`src/rtl/sn_popcount_pipe_if.sv`:
```
// Beat-in / result-out bundle for sn_popcount_pipe.
// The slave modport is the popcount block; the master modport is the environment around it.
interface sn_popcount_pipe_if #(
    parameter int N     = 16,
    parameter int ACC_W = 16
);
    logic             in_valid;
    logic             in_ready;
    logic [N-1:0]     in_data;
    logic             in_last;
    logic             in_mode;
    logic             out_valid;
    logic             out_ready;
    logic [ACC_W-1:0] out_count;
    logic [N-1:0]     out_sorted;
    logic             out_ovf;

    modport slave (
        input  in_valid, in_data, in_last, in_mode, out_ready,
        output in_ready, out_valid, out_count, out_sorted, out_ovf
    );

    modport master (
        output in_valid, in_data, in_last, in_mode, out_ready,
        input  in_ready, out_valid, out_count, out_sorted, out_ovf
    );
endinterface

```
`src/rtl/sn_popcount_pipe.sv`:
```
// Three-stage popcount: sorting-network thermometer, thermometer-to-binary, then
// per-beat result or saturating per-packet accumulation.
module sn_popcount_pipe #(
    parameter int N     = 16,
    parameter int ACC_W = 16
) (
    input  logic                  clk,
    input  logic                  rst_n,
    sn_popcount_pipe_if.slave     bus,
    output logic                  dbg_in_pkt
);
    localparam int CW = $clog2(N + 1);
    localparam logic [ACC_W-1:0] ACC_MAX = '1;

    // Handshake: a beat moves on a rising edge when in_valid && in_ready; a result
    // leaves when out_valid && out_ready. The whole pipe advances only when en=1.
    typedef enum logic {ST_START, ST_IN_PKT} pkt_state_e;

    pkt_state_e       state_q, state_d;
    logic             pkt_mode_q, pkt_mode_d;
    logic             s1_valid_q, s1_valid_d, s1_last_q, s1_last_d, s1_mode_q, s1_mode_d;
    logic [N-1:0]     s1_thermo_q, s1_thermo_d;
    logic             s2_valid_q, s2_valid_d, s2_last_q, s2_last_d, s2_mode_q, s2_mode_d;
    logic [N-1:0]     s2_thermo_q, s2_thermo_d;
    logic [CW-1:0]    s2_count_q, s2_count_d;
    logic [ACC_W-1:0] acc_q, acc_d;
    logic             sticky_q, sticky_d;
    logic             out_valid_q, out_valid_d, out_ovf_q, out_ovf_d;
    logic [ACC_W-1:0] out_count_q, out_count_d;
    logic [N-1:0]     out_sorted_q, out_sorted_d;

    logic             en, accept, beat_mode;
    logic [N-1:0]     sorted;
    logic [CW-1:0]    therm_cnt;
    logic [ACC_W-1:0] base, sum_sat;
    logic [ACC_W:0]   sum;

    assign en           = ~out_valid_q | bus.out_ready;
    assign accept       = bus.in_valid & en;
    assign bus.in_ready = en;
    assign bus.out_valid  = out_valid_q;
    assign bus.out_count  = out_count_q;
    assign bus.out_sorted = out_sorted_q;
    assign bus.out_ovf    = out_ovf_q;
    assign dbg_in_pkt     = (state_q == ST_IN_PKT);

    // Packet-start tracker: mode is taken from the first beat and reused until in_last.
    always_comb begin
        state_d    = state_q;
        pkt_mode_d = pkt_mode_q;
        beat_mode  = (state_q == ST_START) ? bus.in_mode : pkt_mode_q;
        if (accept) begin
            if (state_q == ST_START) pkt_mode_d = bus.in_mode;
            state_d = bus.in_last ? ST_START : ST_IN_PKT;
        end
    end

    // Odd-even transposition network; OR goes low so ones gather at the LSB end.
    always_comb begin
        sorted = bus.in_data;
        for (int s = 0; s < N; s++) begin
            for (int i = s % 2; i + 1 < N; i += 2) begin
                {sorted[i+1], sorted[i]} = {sorted[i] & sorted[i+1], sorted[i] | sorted[i+1]};
            end
        end
    end

    always_comb begin
        therm_cnt = '0;
        for (int i = 0; i < N; i++) begin
            if (s1_thermo_q[i]) therm_cnt = CW'(i + 1);
        end
    end

    always_comb begin
        s1_valid_d  = s1_valid_q;
        s1_thermo_d = s1_thermo_q;
        s1_last_d   = s1_last_q;
        s1_mode_d   = s1_mode_q;
        s2_valid_d  = s2_valid_q;
        s2_thermo_d = s2_thermo_q;
        s2_count_d  = s2_count_q;
        s2_last_d   = s2_last_q;
        s2_mode_d   = s2_mode_q;
        if (en) begin
            s1_valid_d  = accept;
            s1_thermo_d = sorted;
            s1_last_d   = bus.in_last;
            s1_mode_d   = beat_mode;
            s2_valid_d  = s1_valid_q;
            s2_thermo_d = s1_thermo_q;
            s2_count_d  = therm_cnt;
            s2_last_d   = s1_last_q;
            s2_mode_d   = s1_mode_q;
        end
    end

    // Stage 3: per-beat modes start from zero, so a single-beat packet equals mode 0.
    always_comb begin
        base         = s2_mode_q ? acc_q : '0;
        sum          = {1'b0, base} + {{(ACC_W + 1 - CW){1'b0}}, s2_count_q};
        sum_sat      = sum[ACC_W] ? ACC_MAX : sum[ACC_W-1:0];
        acc_d        = acc_q;
        sticky_d     = sticky_q;
        out_valid_d  = out_valid_q;
        out_count_d  = out_count_q;
        out_sorted_d = out_sorted_q;
        out_ovf_d    = out_ovf_q;
        if (en) begin
            out_valid_d = 1'b0;
            if (s2_valid_q) begin
                if (!s2_mode_q || s2_last_q) begin
                    out_valid_d  = 1'b1;
                    out_count_d  = sum_sat;
                    out_sorted_d = s2_thermo_q;
                    out_ovf_d    = (s2_mode_q & sticky_q) | sum[ACC_W];
                    acc_d        = '0;
                    sticky_d     = 1'b0;
                end else begin
                    acc_d    = sum_sat;
                    sticky_d = sticky_q | sum[ACC_W];
                end
            end
        end
    end

    always_ff @(posedge clk or negedge rst_n) begin
        if (!rst_n) begin
            state_q      <= ST_START;
            pkt_mode_q   <= 1'b0;
            s1_valid_q   <= 1'b0;
            s1_thermo_q  <= '0;
            s1_last_q    <= 1'b0;
            s1_mode_q    <= 1'b0;
            s2_valid_q   <= 1'b0;
            s2_thermo_q  <= '0;
            s2_count_q   <= '0;
            s2_last_q    <= 1'b0;
            s2_mode_q    <= 1'b0;
            acc_q        <= '0;
            sticky_q     <= 1'b0;
            out_valid_q  <= 1'b0;
            out_count_q  <= '0;
            out_sorted_q <= '0;
            out_ovf_q    <= 1'b0;
        end else begin
            state_q      <= state_d;
            pkt_mode_q   <= pkt_mode_d;
            s1_valid_q   <= s1_valid_d;
            s1_thermo_q  <= s1_thermo_d;
            s1_last_q    <= s1_last_d;
            s1_mode_q    <= s1_mode_d;
            s2_valid_q   <= s2_valid_d;
            s2_thermo_q  <= s2_thermo_d;
            s2_count_q   <= s2_count_d;
            s2_last_q    <= s2_last_d;
            s2_mode_q    <= s2_mode_d;
            acc_q        <= acc_d;
            sticky_q     <= sticky_d;
            out_valid_q  <= out_valid_d;
            out_count_q  <= out_count_d;
            out_sorted_q <= out_sorted_d;
            out_ovf_q    <= out_ovf_d;
        end
    end
endmodule

```
`src/flat_wrapper.sv`:
```
// flat-port wrapper written by rule: the top's interface ports become plain ports
module sn_popcount_pipe_flat 
#(
    parameter int N     = 16,
    parameter int ACC_W = 16
)
  (clk, rst_n, dbg_in_pkt, bus_in_valid, bus_in_data, bus_in_last, bus_in_mode, bus_out_ready, bus_in_ready, bus_out_valid, bus_out_count, bus_out_sorted, bus_out_ovf);
  sn_popcount_pipe_if #(.N(N), .ACC_W(ACC_W)) bus_i ();
  input  logic clk;
  input  logic rst_n;
  output logic dbg_in_pkt;
  input wire logic [$bits(bus_i.in_valid)-1:0] bus_in_valid;
  input wire logic [$bits(bus_i.in_data)-1:0] bus_in_data;
  input wire logic [$bits(bus_i.in_last)-1:0] bus_in_last;
  input wire logic [$bits(bus_i.in_mode)-1:0] bus_in_mode;
  input wire logic [$bits(bus_i.out_ready)-1:0] bus_out_ready;
  output wire logic [$bits(bus_i.in_ready)-1:0] bus_in_ready;
  output wire logic [$bits(bus_i.out_valid)-1:0] bus_out_valid;
  output wire logic [$bits(bus_i.out_count)-1:0] bus_out_count;
  output wire logic [$bits(bus_i.out_sorted)-1:0] bus_out_sorted;
  output wire logic [$bits(bus_i.out_ovf)-1:0] bus_out_ovf;
  assign bus_i.in_valid = bus_in_valid;
  assign bus_i.in_data = bus_in_data;
  assign bus_i.in_last = bus_in_last;
  assign bus_i.in_mode = bus_in_mode;
  assign bus_i.out_ready = bus_out_ready;
  assign bus_in_ready = bus_i.in_ready;
  assign bus_out_valid = bus_i.out_valid;
  assign bus_out_count = bus_i.out_count;
  assign bus_out_sorted = bus_i.out_sorted;
  assign bus_out_ovf = bus_i.out_ovf;
  sn_popcount_pipe #(.N(N), .ACC_W(ACC_W)) u_core (.clk(clk), .rst_n(rst_n), .bus(bus_i), .dbg_in_pkt(dbg_in_pkt));
endmodule
```
`config.mk`:
```
export PLATFORM = sky130hd
export DESIGN_NAME = sn_popcount_pipe_flat
export DESIGN_NICKNAME = d
export VERILOG_FILES = /design/src/rtl/sn_popcount_pipe_if.sv /design/src/rtl/sn_popcount_pipe.sv /design/src/flat_wrapper.sv
export SDC_FILE = /design/constraint.sdc
export NUM_CORES = 1
export LEC_CHECK = 0
export CAP_MARGIN = 5
export CORE_UTILIZATION = 30
export CTS_BUF_LIST = sky130_fd_sc_hd__clkbuf_16
export CTS_CLUSTER_DIAMETER = 80
export DETAILED_ROUTE_END_ITERATION = 16
export MAX_ROUTING_LAYER = met4
export PLACE_DENSITY = 0.45
export SYNTH_ARGS = -nofsm -noshare
export SYNTH_HDL_FRONTEND = slang
export SYNTH_SLANG_ARGS = --single-unit
export TNS_END_PERCENT = 50
```
`constraint.sdc`:
```
create_clock -name clk -period 3.95 [get_ports clk]
set_input_delay 1.185 -clock clk [delete_from_list [all_inputs] [get_ports clk]]
set_output_delay 1.185 -clock clk [all_outputs]
set_load 0.05 [all_outputs]
```
==> results.rst <==
.. list-table::
   :header-rows: 1

   * - Metric
     - Value
   * - Syn Area/Cell
     - 8.29 sq um
   * - Bufs and invs on worst path
     - 3
   * - Startpoint class of the critical path
     - input port
   * - Residual DRC count
     - 0
   * - Fin nets
     - 873
   * - Number of antenna violations at the first check in global routing
     - 0
   * - Family of cells with the greatest summed delay on the critical path
     - compound AO/OA/AOI/OAI gates
   * - Largest stage delay on the critical path
     - 0.54 ns
   * - Post-synthesis instance area
     - 5770 sq um
   * - Total core area
     - 18800 sq um
   * - PwrDens
     - 500 nW/um^2
   * - Synth Flop Type
     - sky130_fd_sc_hd__dfrtp_1
   * - Initial DRC Count
     - 239
   * - I/O pin cnt
     - 58
   * - Ordered cell list for the critical path
     - clkdlybuf4s50_1, nand2_1, buf_4, a2111oi_0, o31ai_1, o2111ai_2, a21oi_2, o31ai_4, buf_4, o22ai_2, a21oi_2, a2111oi_4, a21oi_1
   * - Layout cell share with drive strength beyond 1
     - 24.8%
   * - Critical path depth in cells
     - 13
   * - Seq cells post-synth
     - 95
   * - Antenna Diode Count
     - 0
   * - Area leader, netlist
     - sky130_fd_sc_hd__dfrtp_1
   * - WP data required
     - 4.17 ns
   * - Detailed-route wire length per cell
     - 14.2 um
   * - Floorplan die width
     - 141 um
   * - Area of combinational cells with multiple inputs
     - 3500 sq um
   * - Root Buffer
     - sky130_fd_sc_hd__clkbuf_16
   * - Wire length of the first global-routing pass
     - 26000 um
   * - H-tree levels
     - 3
   * - Number of buffers created by CTS
     - 9
   * - Number of max-cap violations
     - 0
   * - Count of input and output buffers
     - 57
   * - Final routed wirelength across all metal layers
     - 15400 um
   * - Cell count after placement
     - 1062
   * - Cell variety after synth
     - 78
   * - Worst-case clock skew
     - 0.00765 ns
   * - Number of buffers on the longest clock path
     - 2
   * - Fin. max-slew vios
     - 0
   * - Sum of overflow across all layers after global routing
     - 0
   * - Setup violations, final
     - 0
   * - Share of synthesized flip-flops with an asynchronous set or reset
     - 100%
   * - Number of global-route vias before repair
     - 5414
   * - Synth top area cells
     - sky130_fd_sc_hd__dfrtp_1 (41%), sky130_fd_sc_hd__nand2_1 (12%), sky130_fd_sc_hd__a21oi_1 (3.6%), sky130_fd_sc_hd__o21ai_0 (3.4%), sky130_fd_sc_hd__nor2_1 (3.4%)
   * - Area share of the leading cell type in the synthesized netlist
     - 41.2%
   * - Top post-synthesis cells by count
     - sky130_fd_sc_hd__nand2_1 (180), sky130_fd_sc_hd__dfrtp_1 (95), sky130_fd_sc_hd__nor2_1 (52)
   * - Sequential area share after synthesis
     - 41.2%
   * - Final cell count without fillers
     - 1084
   * - Vertical die dimension
     - 141 um
   * - Leakage Power
     - 3.56 nW
   * - Synth-to-Final Area Change
     - 38.4%
   * - Setup slack after placement
     - -0.438 ns
   * - Worst-case register-to-register setup slack
     - 0.57 ns
   * - Die area
     - 19800 sq um
   * - Area taken by flip-flops and latches
     - 2380 sq um
   * - Startpoint of the most critical hold path
     - u_core.bus.out_count[9]
   * - TritonCTS clock tree
     - built
   * - Instance count of the mapped netlist
     - 696
   * - Standard cell with the maximum stage delay on the critical path
     - sky130_fd_sc_hd__clkdlybuf4s50_1
   * - Path type of the worst setup path
     - input port to flop
   * - Gp weighted congestion
     - 0.839
   * - Power Total
     - 3.99 mW
   * - Number of filler instances in the final layout
     - 1906
   * - Number of enable-type register cells in the synthesized netlist
     - 0
   * - Global-route usage over all layers
     - 16.5%
   * - Mapped Nets
     - 724
   * - Highest attainable clock frequency
     - 268 MHz
   * - Final worst setup slack
     - 0.218 ns
   * - Reg-to-reg critical path endpoint
     - u_core.acc_q[13]
   * - Worst reg2reg path depth
     - 14
   * - Most frequent cell after synthesis
     - sky130_fd_sc_hd__nand2_1
   * - Slew margin rel.
     - 61.2%
   * - Hold violation count in the final report
     - 0
   * - End point of the worst hold path
     - u_core.bus.out_count[9]
   * - Type of the most critical hold path
     - flop to flop
   * - Clock sink count
     - 95
   * - Signal arrival time at the worst endpoint
     - 3.95 ns
   * - Worst voltage drop across the vdd grid
     - 0.000193 V
   * - Tmin final
     - 3.73 ns
   * - Detailed-router iteration count before antenna repair
     - 4
   * - Via total after detailed routing
     - 5489
   * - Clock-pin slew on the worst setup and hold paths
     - 0.07 ns
   * - RSZ-0062 raised after global routing
     - no
   * - CP endpoint kind
     - flop
   * - Number of instances on the worst hold path
     - 2
   * - Post-route clock period utilization
     - 94.5%
   * - Detailed placement HPWL
     - 11500 um
   * - Largest net degree at the start of global routing
     - 96
   * - Row cnt
     - 50
   * - Via-to-Cell Ratio
     - 5.06
   * - Reg2Reg Launch Point
     - u_core.s2_mode_q
   * - Clock network latency to the later pin of the worst-skew pair
     - 0.34 ns
   * - Result of the run
     - complete, no violations
   * - Initial cell density of the core
     - 30.7%
   * - Antenna violation net count after detailed routing
     - 0
   * - Yosys synthesis warning count
     - 0
   * - Actual slew at the worst max-slew pin
     - 0.577 ns
   * - Top fanout value on the critical path
     - 6
layout make-up:
type | count | share of cell area (%)
Inverter | 14 | 0.659
Clock buffer | 9 | 2.82
Sequential cell | 95 | 29.8
Timing Repair Buffer | 170 | 18.5
Clock inverter | 7 | 0.721
Multi-Input combinational cell | 555 | 43.8
Tap cell | 234 | 3.67
where the power goes:
group	leakage (nW)	internal (mW)	switching, mW	total, mW
registers	1.19	1.22	0.159	1.38
logic	2.23	0.644	1.14	1.78
clock network	0.136	0.435	0.390	0.825
total	3.56	2.30	1.69	3.99
metal layers:
| metal | share of wire [%] | GRT usage [%] | vias to the layer above |
|---|---|---|---|
| met5 | 0 | - | - |
| met4 | 0.85 | 3.83 | 0 |
| met3 | 1.7 | 2.38 | 10 |
| met2 | 52 | 29.7 | 61 |
| met1 | 45 | 19.4 | 2618 |
| li1 | - | - | 2800 |
cell usage in the layout (no fill, tap or decap), types with 9 or more instances in the layout:
master,instances
sky130_fd_sc_hd__nand2_1,175
sky130_fd_sc_hd__a31oi_1,9
sky130_fd_sc_hd__a22oi_1,11
sky130_fd_sc_hd__o21ai_2,10
sky130_fd_sc_hd__dfrtp_1,95
sky130_fd_sc_hd__dlymetal6s2s_1,10
sky130_fd_sc_hd__inv_1,14
sky130_fd_sc_hd__a21o_1,10
sky130_fd_sc_hd__nand3_1,10
sky130_fd_sc_hd__clkdlybuf4s50_1,45
sky130_fd_sc_hd__nor2_1,50
sky130_fd_sc_hd__buf_4,112
sky130_fd_sc_hd__a21oi_1,39
sky130_fd_sc_hd__clkbuf_16,9
sky130_fd_sc_hd__nor3_1,14
sky130_fd_sc_hd__o21ai_0,39
timing repair:
action | in CTS | in global routing
setup endpoints to repair | 3 | 15
hold buffers | 0 | 0
buffers inserted | 0 | 6
pin swaps | 0 | 19
gates resized for setup | 1 | 61
state kept, by name (all words and copies together), names as in the netlist:
name / flops
u_core.bus.out_count: 16
u_core.s2_count_q: 5
u_core.bus.out_ovf: 1
u_core.s1_thermo_q: 16
u_core.s1_valid_q: 1
u_core.s2_valid_q: 1
u_core.bus.out_sorted: 16
u_core.acc_q: 16
u_core.s2_thermo_q: 15
u_core.bus.out_valid: 1
u_core.s2_mode_q: 1
u_core.s1_last_q: 1
u_core.s2_last_q: 1
u_core.sticky_q: 1
u_core.dbg_in_pkt: 1
u_core.s1_mode_q: 1
u_core.pkt_mode_q: 1
worst max-delay path by stage:
| stage | startpoint | endpoint | slack, ns |
|---|---|---|---|
| global placement | bus_in_data[11] | u_core.s1_thermo_q[11] | -0.39 |
| floorplan | bus_in_data[13] | u_core.s1_thermo_q[3] | 0.37 |
| global route | bus_in_data[14] | u_core.s1_thermo_q[11] | 0.0002 |
| finish | bus_in_data[14] | u_core.s1_thermo_q[11] | 0.22 |
| detailed placement | bus_in_data[11] | u_core.s1_thermo_q[11] | -0.44 |
| CTS | bus_in_data[11] | u_core.s1_thermo_q[11] | -0.009 |
worst min-delay path, stage by stage (launching register included):
cell and delay, ns:
sky130_fd_sc_hd__dfrtp_1 0.34, sky130_fd_sc_hd__nand2_1 0.05, sky130_fd_sc_hd__nand2_1 0.04
through the flow:
stage | hold slack (ns) | cell area, sq um | setup TNS [ns] | util, %
4_1_cts | 0.474 | 7620 | -0.0173 | 40.6
5_1_grt | 0.489 | 7980 | 0 | 42.5
2_1_floorplan | 0.439 | 5770 | 0 | -
3_3_place_gp | 0.454 | 7330 | -3.86 | 39.1
6_report | 0.464 | 7980 | 0 | 42.5
3_5_place_dp | 0.457 | 7330 | -4.52 | 39.1
kinds of logic (layout without fill, tap and decap cells):
group,after synthesis,after routing,synth area share (%)
and+or+nand+nor,305,305,22.8
AOI/OAI and AO/OA,226,226,28.2
DFF,95,95,41.2
buffers and inverters,46,200,3.36
xor gates and xnor gates,11,11,1.67
adders and majority gates,10,10,2.17
muxes,3,3,0.564
(Power assumes the default switching activity.)
